$ cat config.mk
export PLATFORM = sky130hd
export DESIGN_NAME = ex_alu_unit_flat
export DESIGN_NICKNAME = d
export VERILOG_FILES = /design/src/rtl/ex_alu_unit_if.sv /design/src/rtl/ex_alu_unit.sv /design/src/flat_wrapper.sv
export SDC_FILE = /design/constraint.sdc
export NUM_CORES = 1
export LEC_CHECK = 0
export ABC_CLOCK_PERIOD_IN_PS = 12700
export CAP_MARGIN = 20
export CORE_ASPECT_RATIO = 0.7
export CORE_UTILIZATION = 55
export DETAILED_ROUTE_END_ITERATION = 10
export GPL_TIMING_DRIVEN = 0
export PLACE_DENSITY = 0.85
export SETUP_SLACK_MARGIN = 0.3
export SYNTH_ARGS = -nofsm -noshare
export SYNTH_HDL_FRONTEND = slang
export SYNTH_SLANG_ARGS = --single-unit
$ cat constraint.sdc
create_clock -name vclk -period 12.7
set_input_delay 2.54 -clock vclk [all_inputs]
set_output_delay 2.54 -clock vclk [all_outputs]
set_load 0.005 [all_outputs]
$ cat src/rtl/ex_alu_unit_if.sv
// Execute-stage ALU bus: ALU select, operands, pipeline qualifiers, and result/stall/done returns.
interface ex_alu_unit_if;
  logic [3:0]  ALU_Control_EX;
  logic [31:0] ALU_A_EX;
  logic [31:0] ALU_B_EX;
  logic        Valid_EX;
  logic        Flush_EX;
  logic [31:0] ALU_Result_EX;
  logic        Zero_EX;
  logic        Stall_EX;
  logic        Mul_Done_EX;

  modport master (
    output ALU_Control_EX, ALU_A_EX, ALU_B_EX, Valid_EX, Flush_EX,
    input  ALU_Result_EX, Zero_EX, Stall_EX, Mul_Done_EX
  );

  modport slave (
    input  ALU_Control_EX, ALU_A_EX, ALU_B_EX, Valid_EX, Flush_EX,
    output ALU_Result_EX, Zero_EX, Stall_EX, Mul_Done_EX
  );
endinterface

$ cat src/rtl/ex_alu_unit.sv
// Execute-stage ALU with optional iterative shift-add multiplier (op 1111), enabled by EX_ALU_MUL_EN.
// Without EX_ALU_MUL_EN the block is purely combinational and 1111 decodes as an unknown op.
//
// state | meaning
// IDLE  | single-cycle ops; a valid, unflushed 1111 stalls and starts the multiply
// BUSY  | retiring MUL_BITS_PER_CYCLE multiplier bits per cycle; flush aborts
// DONE  | product presented with Mul_Done_EX; always returns to IDLE
module ex_alu_unit #(
  parameter int MUL_BITS_PER_CYCLE = 1
) (
  input  logic         Clk,
  input  logic         Reset_n,
  ex_alu_unit_if.slave bus
);

  logic [31:0] w_alu;
  logic [31:0] w_result;

  always_comb begin
    w_alu = '0;
    case (bus.ALU_Control_EX)
      4'b0010: w_alu = bus.ALU_A_EX + bus.ALU_B_EX;
      4'b0110: w_alu = bus.ALU_A_EX - bus.ALU_B_EX;
      4'b0000: w_alu = bus.ALU_A_EX & bus.ALU_B_EX;
      4'b0001: w_alu = bus.ALU_A_EX | bus.ALU_B_EX;
      4'b0111: w_alu = {31'b0, $signed(bus.ALU_A_EX) < $signed(bus.ALU_B_EX)};
      default: w_alu = '0;
    endcase
  end

`ifdef EX_ALU_MUL_EN
  localparam int         N    = 32 / MUL_BITS_PER_CYCLE;
  localparam logic [5:0] LAST = 6'(N - 1);

  localparam logic [1:0] S_IDLE = 2'b00;
  localparam logic [1:0] S_BUSY = 2'b01;
  localparam logic [1:0] S_DONE = 2'b10;

  logic [1:0]  r_state;
  logic [31:0] r_a;
  logic [31:0] r_b;
  logic [31:0] r_acc;
  logic [5:0]  r_cnt;
  logic [31:0] w_sum;
  logic        w_start;

  assign w_start = (r_state == S_IDLE) & bus.Valid_EX
                 & (bus.ALU_Control_EX == 4'b1111) & ~bus.Flush_EX;

  // r_a shifts left and r_b right each iteration, so bit k of r_b always weights r_a << k
  always_comb begin
    w_sum = r_acc;
    for (int k = 0; k < MUL_BITS_PER_CYCLE; k++) begin
      if (r_b[k]) w_sum = w_sum + (r_a << k);
    end
  end

  always_ff @(posedge Clk or negedge Reset_n) begin
    if (!Reset_n) begin
      r_state <= S_IDLE;
      r_a     <= '0;
      r_b     <= '0;
      r_acc   <= '0;
      r_cnt   <= '0;
    end else begin
      case (r_state)
        S_IDLE: begin
          if (w_start) begin
            r_a     <= bus.ALU_A_EX;
            r_b     <= bus.ALU_B_EX;
            r_acc   <= '0;
            r_cnt   <= '0;
            r_state <= S_BUSY;
          end
        end
        S_BUSY: begin
          if (bus.Flush_EX) begin
            r_state <= S_IDLE;
          end else begin
            r_acc <= w_sum;
            r_a   <= r_a << MUL_BITS_PER_CYCLE;
            r_b   <= r_b >> MUL_BITS_PER_CYCLE;
            r_cnt <= r_cnt + 6'd1;
            if (r_cnt == LAST) r_state <= S_DONE;
          end
        end
        S_DONE:  r_state <= S_IDLE;
        default: r_state <= S_IDLE;
      endcase
    end
  end

  always_comb begin
    w_result = w_alu;
    if (r_state == S_BUSY)      w_result = '0;
    else if (r_state == S_DONE) w_result = r_acc;
  end

  assign bus.Stall_EX    = w_start | ((r_state == S_BUSY) & ~bus.Flush_EX);
  assign bus.Mul_Done_EX = (r_state == S_DONE);
`else
  logic w_unused;

  assign w_unused = ^{Clk, Reset_n, bus.Valid_EX, bus.Flush_EX, (MUL_BITS_PER_CYCLE != 0)};
  assign w_result = w_alu;
  assign bus.Stall_EX    = 1'b0;
  assign bus.Mul_Done_EX = 1'b0;
`endif

  assign bus.ALU_Result_EX = w_result;
  assign bus.Zero_EX       = (w_result == '0);

endmodule

$ cat src/flat_wrapper.sv
// flat-port wrapper written by rule: the top's interface ports become plain ports
module ex_alu_unit_flat 
#(
  parameter int MUL_BITS_PER_CYCLE = 1
)
  (Clk, Reset_n, bus_ALU_Control_EX, bus_ALU_A_EX, bus_ALU_B_EX, bus_Valid_EX, bus_Flush_EX, bus_ALU_Result_EX, bus_Zero_EX, bus_Stall_EX, bus_Mul_Done_EX);
  ex_alu_unit_if bus_i ();
  input  logic Clk;
  input  logic Reset_n;
  input wire logic [$bits(bus_i.ALU_Control_EX)-1:0] bus_ALU_Control_EX;
  input wire logic [$bits(bus_i.ALU_A_EX)-1:0] bus_ALU_A_EX;
  input wire logic [$bits(bus_i.ALU_B_EX)-1:0] bus_ALU_B_EX;
  input wire logic [$bits(bus_i.Valid_EX)-1:0] bus_Valid_EX;
  input wire logic [$bits(bus_i.Flush_EX)-1:0] bus_Flush_EX;
  output wire logic [$bits(bus_i.ALU_Result_EX)-1:0] bus_ALU_Result_EX;
  output wire logic [$bits(bus_i.Zero_EX)-1:0] bus_Zero_EX;
  output wire logic [$bits(bus_i.Stall_EX)-1:0] bus_Stall_EX;
  output wire logic [$bits(bus_i.Mul_Done_EX)-1:0] bus_Mul_Done_EX;
  assign bus_i.ALU_Control_EX = bus_ALU_Control_EX;
  assign bus_i.ALU_A_EX = bus_ALU_A_EX;
  assign bus_i.ALU_B_EX = bus_ALU_B_EX;
  assign bus_i.Valid_EX = bus_Valid_EX;
  assign bus_i.Flush_EX = bus_Flush_EX;
  assign bus_ALU_Result_EX = bus_i.ALU_Result_EX;
  assign bus_Zero_EX = bus_i.Zero_EX;
  assign bus_Stall_EX = bus_i.Stall_EX;
  assign bus_Mul_Done_EX = bus_i.Mul_Done_EX;
  ex_alu_unit #(.MUL_BITS_PER_CYCLE(MUL_BITS_PER_CYCLE)) u_core (.Clk(Clk), .Reset_n(Reset_n), .bus(bus_i));
endmodule
Yosys cells after proc, flatten, opt, wreduce, memory -nomap -nowiden --
Cells that the tools add are included.
Word-level totals: flip-flop bits (word level) 0, output and inout bits 35, logic and storage cells 12
Cells by class: $add $sub $neg 2, $lt $le $gt $ge 1, equality and inequality tests 4, mux-type cells 1, bitwise gates (word level) 2, reduce and logical (&&, ||, !) cells 2
Operator list (count):
- $pmux W32 S5 | 1
- $add A32 B32 Y32 | 1
- $and A32 B32 Y32 | 1
- $logic_not A32 Y1 | 1
- $lt A32 B32 Y1 | 1
- $or A32 B32 Y32 | 1
- $sub A32 B32 Y32 | 1
- $eq A4 B3 Y1 const B | 2
- $eq A4 B1 Y1 const B | 1
- $eq A4 B2 Y1 const B | 1
- $logic_not A4 Y1 | 1

Depth between registers and ports, before layout --
Gate-level depths: netlist of run 1.
depth in word-level cells 3, gate-level depth with buffers 15, depth with buffers taken out 14

Worst setup path before layout of run 1 --
No wires, ideal clock.
path type in2out, start point input port bus_ALU_B_EX[0], end point output port bus_Zero_EX, arrival time 5.828 ns, required time 10.160 ns, setup slack 4.332 ns, stages 13, buffers on the path 0, path through ha_1 > fa_1 > a21oi_1 > o21bai_1 > a221oi_2 > o22ai_1 > or4_1 > or3_1 > or3_1 > or4_1 > nor4_1 > and4b_1 > nor4bb_4
Between the ends: word-level cells in the longest chain between the ends 3
Ends and longest elaborated chain:
- from (decl) | RTL line flat_wrapper.sv:12 | input wire logic [$bits(bus_i.ALU_B_EX)-1:0] bus_ALU_B_EX;
- $sub A32 B32 Y32 / $add A32 B32 Y32 (equally long branches) | RTL line ex_alu_unit.sv:23, ex_alu_unit.sv:22
- $pmux W32 S5 * | RTL line ex_alu_unit.sv:21 | case (bus.ALU_Control_EX)
- named net bus_ALU_Result_EX[4] | RTL line flat_wrapper.sv:15 | output wire logic [$bits(bus_i.ALU_Result_EX)-1:0] bus_ALU_Result_EX;
- $logic_not A32 Y1 * | RTL line ex_alu_unit.sv:111 | assign bus.Zero_EX = (w_result == '0);
- to (decl) | RTL line flat_wrapper.sv:16 | output wire logic [$bits(bus_i.Zero_EX)-1:0] bus_Zero_EX;
Mark *: on every way through the listed nets, which the timed path passes. The rest lies on a longest branch.

Worst setup path in the final report of run 1 --
start point input port bus_ALU_Control_EX[0], end point output port bus_Zero_EX
Between the ends: word-level cells in the longest chain between the ends 3
Ends and longest elaborated chain:
- from (decl) | RTL line flat_wrapper.sv:10 | input wire logic [$bits(bus_i.ALU_Control_EX)-1:0] bus_ALU_Control_EX;
- $eq A4 B3 Y1, or another cell as far along | RTL line ex_alu_unit.sv:21
- $pmux W32 S5 * | RTL line ex_alu_unit.sv:21
- $logic_not A32 Y1 * | RTL line ex_alu_unit.sv:111
Every way passes the cells marked *; elsewhere a longest branch is shown, timed or not.

==> results of run 1 <==
-- kinds of logic after synthesis --
kind of cell / Yosys count / share of synthesized area, %
other cells: 1 / 0.0710
simple gates: 230 / 21.5
compound gates: 308 / 38.7
xor+xnor: 10 / 1.66
mux: 9 / 1.73
buf+inv: 147 / 10.7
fa+ha+maj: 107 / 25.6
-- per-stage QoR --
step	instance area, sq um	hold slack (ns)	setup WS, ns	std cells
floorplan	5290	5.25	4.33	813
global placement	6440	5.93	2.19	1037
detailed placement	6440	5.95	2.16	1037
CTS	6440	5.95	2.11	1037
global route	6440	6.01	1.74	1037
finish	6450	5.95	1.87	1038
-- Yosys cell counts (all sizes together), types with 3 or more instances --
cell     number
ha          105
inv         100
a21oi        76
o21ai        70
nor2         66
nand2        65
clkbuf       38
o22ai        20
a211oi       19
o211ai       14
a21o         12
nand3        12
nor2b        12
a2111oi      11
nand2b       10
nor3         10
nor4         10
buf           9
o31ai         9
mux2i         8
nand4         8
xnor2         8
a221oi        7
o21bai        7
and3          6
o21a          6
o221a         6
or2           6
or3           6
a311oi        5
o2111ai       5
o221ai        5
o32ai         5
or4           5
nor4b         4
a31oi         3
o211a         3
o31a          3
-- area by class of cell --
cell class	instances	area, sq um
multi-input cells	666	4720
fillers	803	2730
repair buffers	100	1000
inverters	100	375
plain buffers	47	191
well taps	124	155
diodes	1	2.50
-- worst paths after layout --
kind                  start                   end  slack, ns
max   bus_ALU_Control_EX[0]           bus_Zero_EX       1.87
min   bus_ALU_Control_EX[1]  bus_ALU_Result_EX[1]       5.95
-- routing by layer --
layer	share of wire, %	wire (um)	vias up
li1	-	-	3157
met1	42	8540	3042
met2	39	7920	564
met3	15	3040	64
met4	3.1	629	0
met5	0	0	-
-- tightest hold or removal path, delay by kind of cell --
family | cells | cell delay [ns]
AOI/OAI and AO/OA | 3 | 0.27
buffers and inverters | 2 | 0.60
==> summary.md, run 1 <==
| Metric | Value |
|---|---|
| I/O Pins | 107 |
| Die ar. | 0.0100 sq mm |
| GRT busiest layer | met2 |
| GR Layer Usage met2 | 57.8% |
| Vias/cell | 6.58 |
| IO Port Bufs | 100 |
| Cell mode on critical path | buf_2 |
| Largest net degree at the start of global routing | 11 |
| Min-delay worst type | in -> out |
| Met3 usage | 8.61% |
| Min Tclk post-route | 10.83 ns |
| Num rows | 29 |
| Final Wtd Congestion | 1.00 |
| Most frequent cells in the layout | ha_1 (105), inv_1 (100), clkdlybuf4s50_1 (100) |
| Sequential cell area | 0 sq um |
| Die X | 119 um |
| RSZ-0062 raised after global routing | no |
| Slowest stage delay, CP | 0.71 ns |
| Overall routing resource usage | 39.2% |
| Setup TNS | 0 ns |
| Initial Util | 57.6% |
| Worst EP arrival | 8.29 ns |
| Clock buf count | 0 |
| Top cells by area, synth | ha_1 (25%), a21oi_1 (7.2%), inv_1 (7.1%), o21ai_0 (6.6%), nor2_1 (4.7%) |
| WP buf/inv | 8 |
| Number of global-route vias before repair | 6,242 |
| CP max stage cell | a2111oi_0 |
| Gr ovfl total | 0 |
| Core area | 0.00918 sq mm |
| Status | completed |
| Post_cts resized | 0 |
| Library cells used by synthesis | 70 |
| Final hold viol count | 0 |
| Cell area after synthesis | 0.00529 sq mm |
| Post-synth top area cell | ha_1 |
| Fraction of layout cells with a size suffix above 1 | 3.18% |
| CP cell instances | clkdlybuf4s50_1, clkbuf_1, clkbuf_1, buf_2, buf_2, buf_2, buf_1, nand2_1, o21ai_0, o22ai_1, a2111oi_0, o221ai_1, nor4bb_4, clkdlybuf4s50_1 |
| # Max-Cap Violations | 0 |
| 1st-iter DRT viols | 1,104 |
| Slew Viols, Final | 0 |
| Post-CTS setup buffer count | 0 |
| CP top delay family | buffers and inverters |
| Worst hold stages | 5 |
| Syn. warnings | 0 |
| Critical path type | in -> out |
| Top-area cell type share of the netlist area | 24.9% |
| Post-Syn Instances | 812 |
| Sequential cell area fraction in the yosys report | 0% |
| Worst setup EP type | output pin |
| Final number of setup-violating endpoints | 0 |
| Worst EP required | 10.16 ns |
| Area Growth Syn to Fin | 22.0% |
| Global-route wire length before repair | 31.8 mm |
| Worst Max-Slew Pin Slew | 1.08 ns |
| Drt total wl | 20.1 mm |
| Nets | 1,094 |
| Final period util | 85.3% |
| WL/cell | 19.4 um |
| Die H | 84.0 um |
| Max Clock Freq | 92.3 MHz |
| CP max FO | 10 |
| Via count | 6,827 |
| DP HPWL | 16.2 mm |
| Commonest non-fill, non-tap cell in the layout | ha_1 |
| Met1 Track Usage GR | 56.1% |
| Final ANT Viol Nets | 0 |
| Util after Layout | 70.2% |
| Seq_cells | 0 |
| Relative slew slack | 27.8% |
| Cts hold-fix bufs | 0 |
| DRC viols | 0 |
| CP startpoint kind | input port |
| Antenna violations before repair | 1 |
| Avg Cell Area, Syn | 6.51 sq um |
| TritonRoute pass-1 iters | 8 |
| Cell count along the critical path | 14 |
==> run 2: changes to the inputs <==
Settings changed: CAP_MARGIN 20 to 0, CELL_PAD_IN_SITES_DETAIL_PLACEMENT set to 0, CELL_PAD_IN_SITES_GLOBAL_PLACEMENT set to 1, CORE_MARGIN set to 8, CORE_UTILIZATION 55 to 41, PLACE_DENSITY 0.85 to unset, PLACE_DENSITY_LB_ADDON set to 0.1.
==> run 2 against run 1 <==
  * Highest routed layer unchanged
  * Clock-buffer cell count unchanged
  * Hold slack better by 0.069 ns
  * Final cell count up 3.6%
  * Wire length up 14%
  * Critical path type unchanged
  * Critical endpoint unchanged
  * Sequential share of layout area unchanged
==> summary.md, run 2 (synthesis gave the netlist of run 1 again) <==
| Metric | Value |
|---|---|
| Fill count | 1,303 (was 803) |
| Number of global-route vias before repair | 6,278 (was 6,242) |
| Min Tclk post-route | 10.96 ns (was 10.83 ns) |
| CP max FO | 10 (unchanged) |
| Gr ovfl total | 0 (unchanged) |
| Status | completed (unchanged) |
| Setup TNS | 0 ns (unchanged) |
| Util after Layout | 51.9% (was 70.2%) |
| WP buf/inv | 8 (unchanged) |
| Num rows | 34 (was 29) |
| Met1 Track Usage GR | 38.9% (was 56.1%) |
| Most frequent cells in the layout | ha_1 (105), inv_1 (100), clkdlybuf4s50_1 (100) (unchanged) |
| IO Port Bufs | 100 (unchanged) |
| # Max-Cap Violations | 0 (unchanged) |
| Drt total wl | 23.0 mm (was 20.1 mm) |
| Met3 usage | 3.26% (was 8.61%) |
| Final hold viol count | 0 (unchanged) |
| I/O Pins | 107 (unchanged) |
| Relative slew slack | 21.6% (was 27.8%) |
| Lkg Pwr | 2.87 nW |
| Post-Place Cells | 1,075 (was 1,037) |
| Area Growth Syn to Fin | 22.8% (was 22.0%) |
| Worst Max-Slew Pin Slew | 1.17 ns (was 1.08 ns) |
| Worst hold stages | 5 (unchanged) |
| Overall routing resource usage | 25.6% (was 39.2%) |
| PD cells | 45.0 mW/mm^2 |
| Cts hold-fix bufs | 0 (unchanged) |
| Final period util | 86.3% (was 85.3%) |
| Worst IR drop on VDD | 0.0000185 V |
| Post-Place Cell Area | 0.00649 sq mm (was 0.00644 sq mm) |
| 1st-iter DRT viols | 693 (was 1,104) |
| Seq_cells | 0 (unchanged) |
| Initial Util | 42.3% (was 57.6%) |
| Post_cts resized | 0 (unchanged) |
| Largest net degree at the start of global routing | 11 (unchanged) |
| RSZ-0062 raised after global routing | no (unchanged) |
| Die ar. | 0.0168 sq mm (was 0.0100 sq mm) |
| GRT busiest layer | met1 (was met2) |
| Vias/cell | 6.37 (was 6.58) |
| DP HPWL | 18.8 mm (was 16.2 mm) |
| GR Layer Usage met2 | 37.3% (was 57.8%) |
| CP max stage cell | a2111oi_0 (unchanged) |
| Critical path type | in -> out (unchanged) |
| Worst setup EP type | output pin (unchanged) |
| Min-delay worst type | in -> out (unchanged) |
| Max Clock Freq | 91.2 MHz (was 92.3 MHz) |
| Worst EP arrival | 8.42 ns (was 8.29 ns) |
| Cell mode on critical path | buf_2 (unchanged) |
| Post-CTS setup buffer count | 0 (unchanged) |
| Slew Viols, Final | 0 (unchanged) |
| Antenna violations before repair | 0 (was 1) |
| Clock buf count | 0 (unchanged) |
| Nets | 1,094 (unchanged) |
| Die H | 111 um (was 84.0 um) |
| Sequential cell area | 0 sq um (unchanged) |
| CP top delay family | buffers and inverters (unchanged) |
| TritonRoute pass-1 iters | 6 (was 8) |
| Non-Filler Instances | 1,075 (was 1,038) |
| Hold Startpoint | bus_ALU_Control_EX[1] (unchanged) |
| DRC viols | 0 (unchanged) |
| Ant diodes | 0 (was 1) |
| Final number of setup-violating endpoints | 0 (unchanged) |
| Worst EP required | 10.16 ns (about the same) |
| CP startpoint kind | input port (unchanged) |
| CP cell instances | clkdlybuf4s50_1, clkbuf_1, clkbuf_1, buf_2, buf_2, buf_2, buf_1, nand2_1, o21ai_0, o22ai_1, a2111oi_0, o221ai_1, nor4bb_4, clkdlybuf4s50_1 (unchanged) |
| Global-route wire length before repair | 35.0 mm (was 31.8 mm) |
| Slowest stage delay, CP | 0.71 ns (about the same) |
| Die X | 152 um (was 119 um) |
| Fraction of layout cells with a size suffix above 1 | 3.18% (unchanged) |
| WL/cell | 21.4 um (was 19.4 um) |
| Commonest non-fill, non-tap cell in the layout | ha_1 (unchanged) |
| Via count | 6,844 (was 6,827) |
| Core area | 0.0125 sq mm (was 0.00918 sq mm) |
| Final ANT Viol Nets | 0 (unchanged) |
| Final Wtd Congestion | 0.987 (was 1.00) |
| Overall power | 0.292 mW |
| Finished Cell Area | 0.00649 sq mm (was 0.00645 sq mm) |
| WHS Endpoint | bus_ALU_Result_EX[1] (unchanged) |
==> run 2: per-layer routing <==
metal	part of all wire, %	up-vias
li1	-	3162
met1	45	3207
met2	41	448
met3	12	27
met4	1.2	0
met5	0	-
==> run 2: worst max path at each step <==
stage	depth (start not counted)	slack, ns	endpoint	start
after floorplan	13	4.33	bus_Zero_EX	bus_ALU_B_EX[0]
after global placement	14	1.90	bus_Zero_EX	bus_ALU_Control_EX[0]
after detailed placement	14	1.91	bus_Zero_EX	bus_ALU_Control_EX[0]
after CTS	14	1.90	bus_Zero_EX	bus_ALU_Control_EX[0]
after global routing	14	1.49	bus_Zero_EX	bus_ALU_Control_EX[0]
final	14	1.74	bus_Zero_EX	bus_ALU_Control_EX[0]
==> run 2: layout make-up <==
cell class	count	area, sq um	area share [%]
Multi-Input combinational cell	666	4720	72.7
Timing Repair Buffer	100	1000	15.4
Inverter	100	375	5.78
Tap cell	162	203	3.12
Buffer	47	191	2.95
==> run 2: report_power, final <==
group	switching (mW)	internal, mW
clock network	0	0
logic	0.175	0.117
registers	0	0
==> run 2: stage by stage <==
stage          worst slack, ns  hold WS (ns)
2_1_floorplan             4.33          5.25
3_3_place_gp              1.90          5.95
3_5_place_dp              1.91          6.00
4_1_cts                   1.90          6.01
5_1_grt                   1.49          6.06
6_report                  1.74          6.02
No activity file was read; power rests on OpenSTA's default activity.
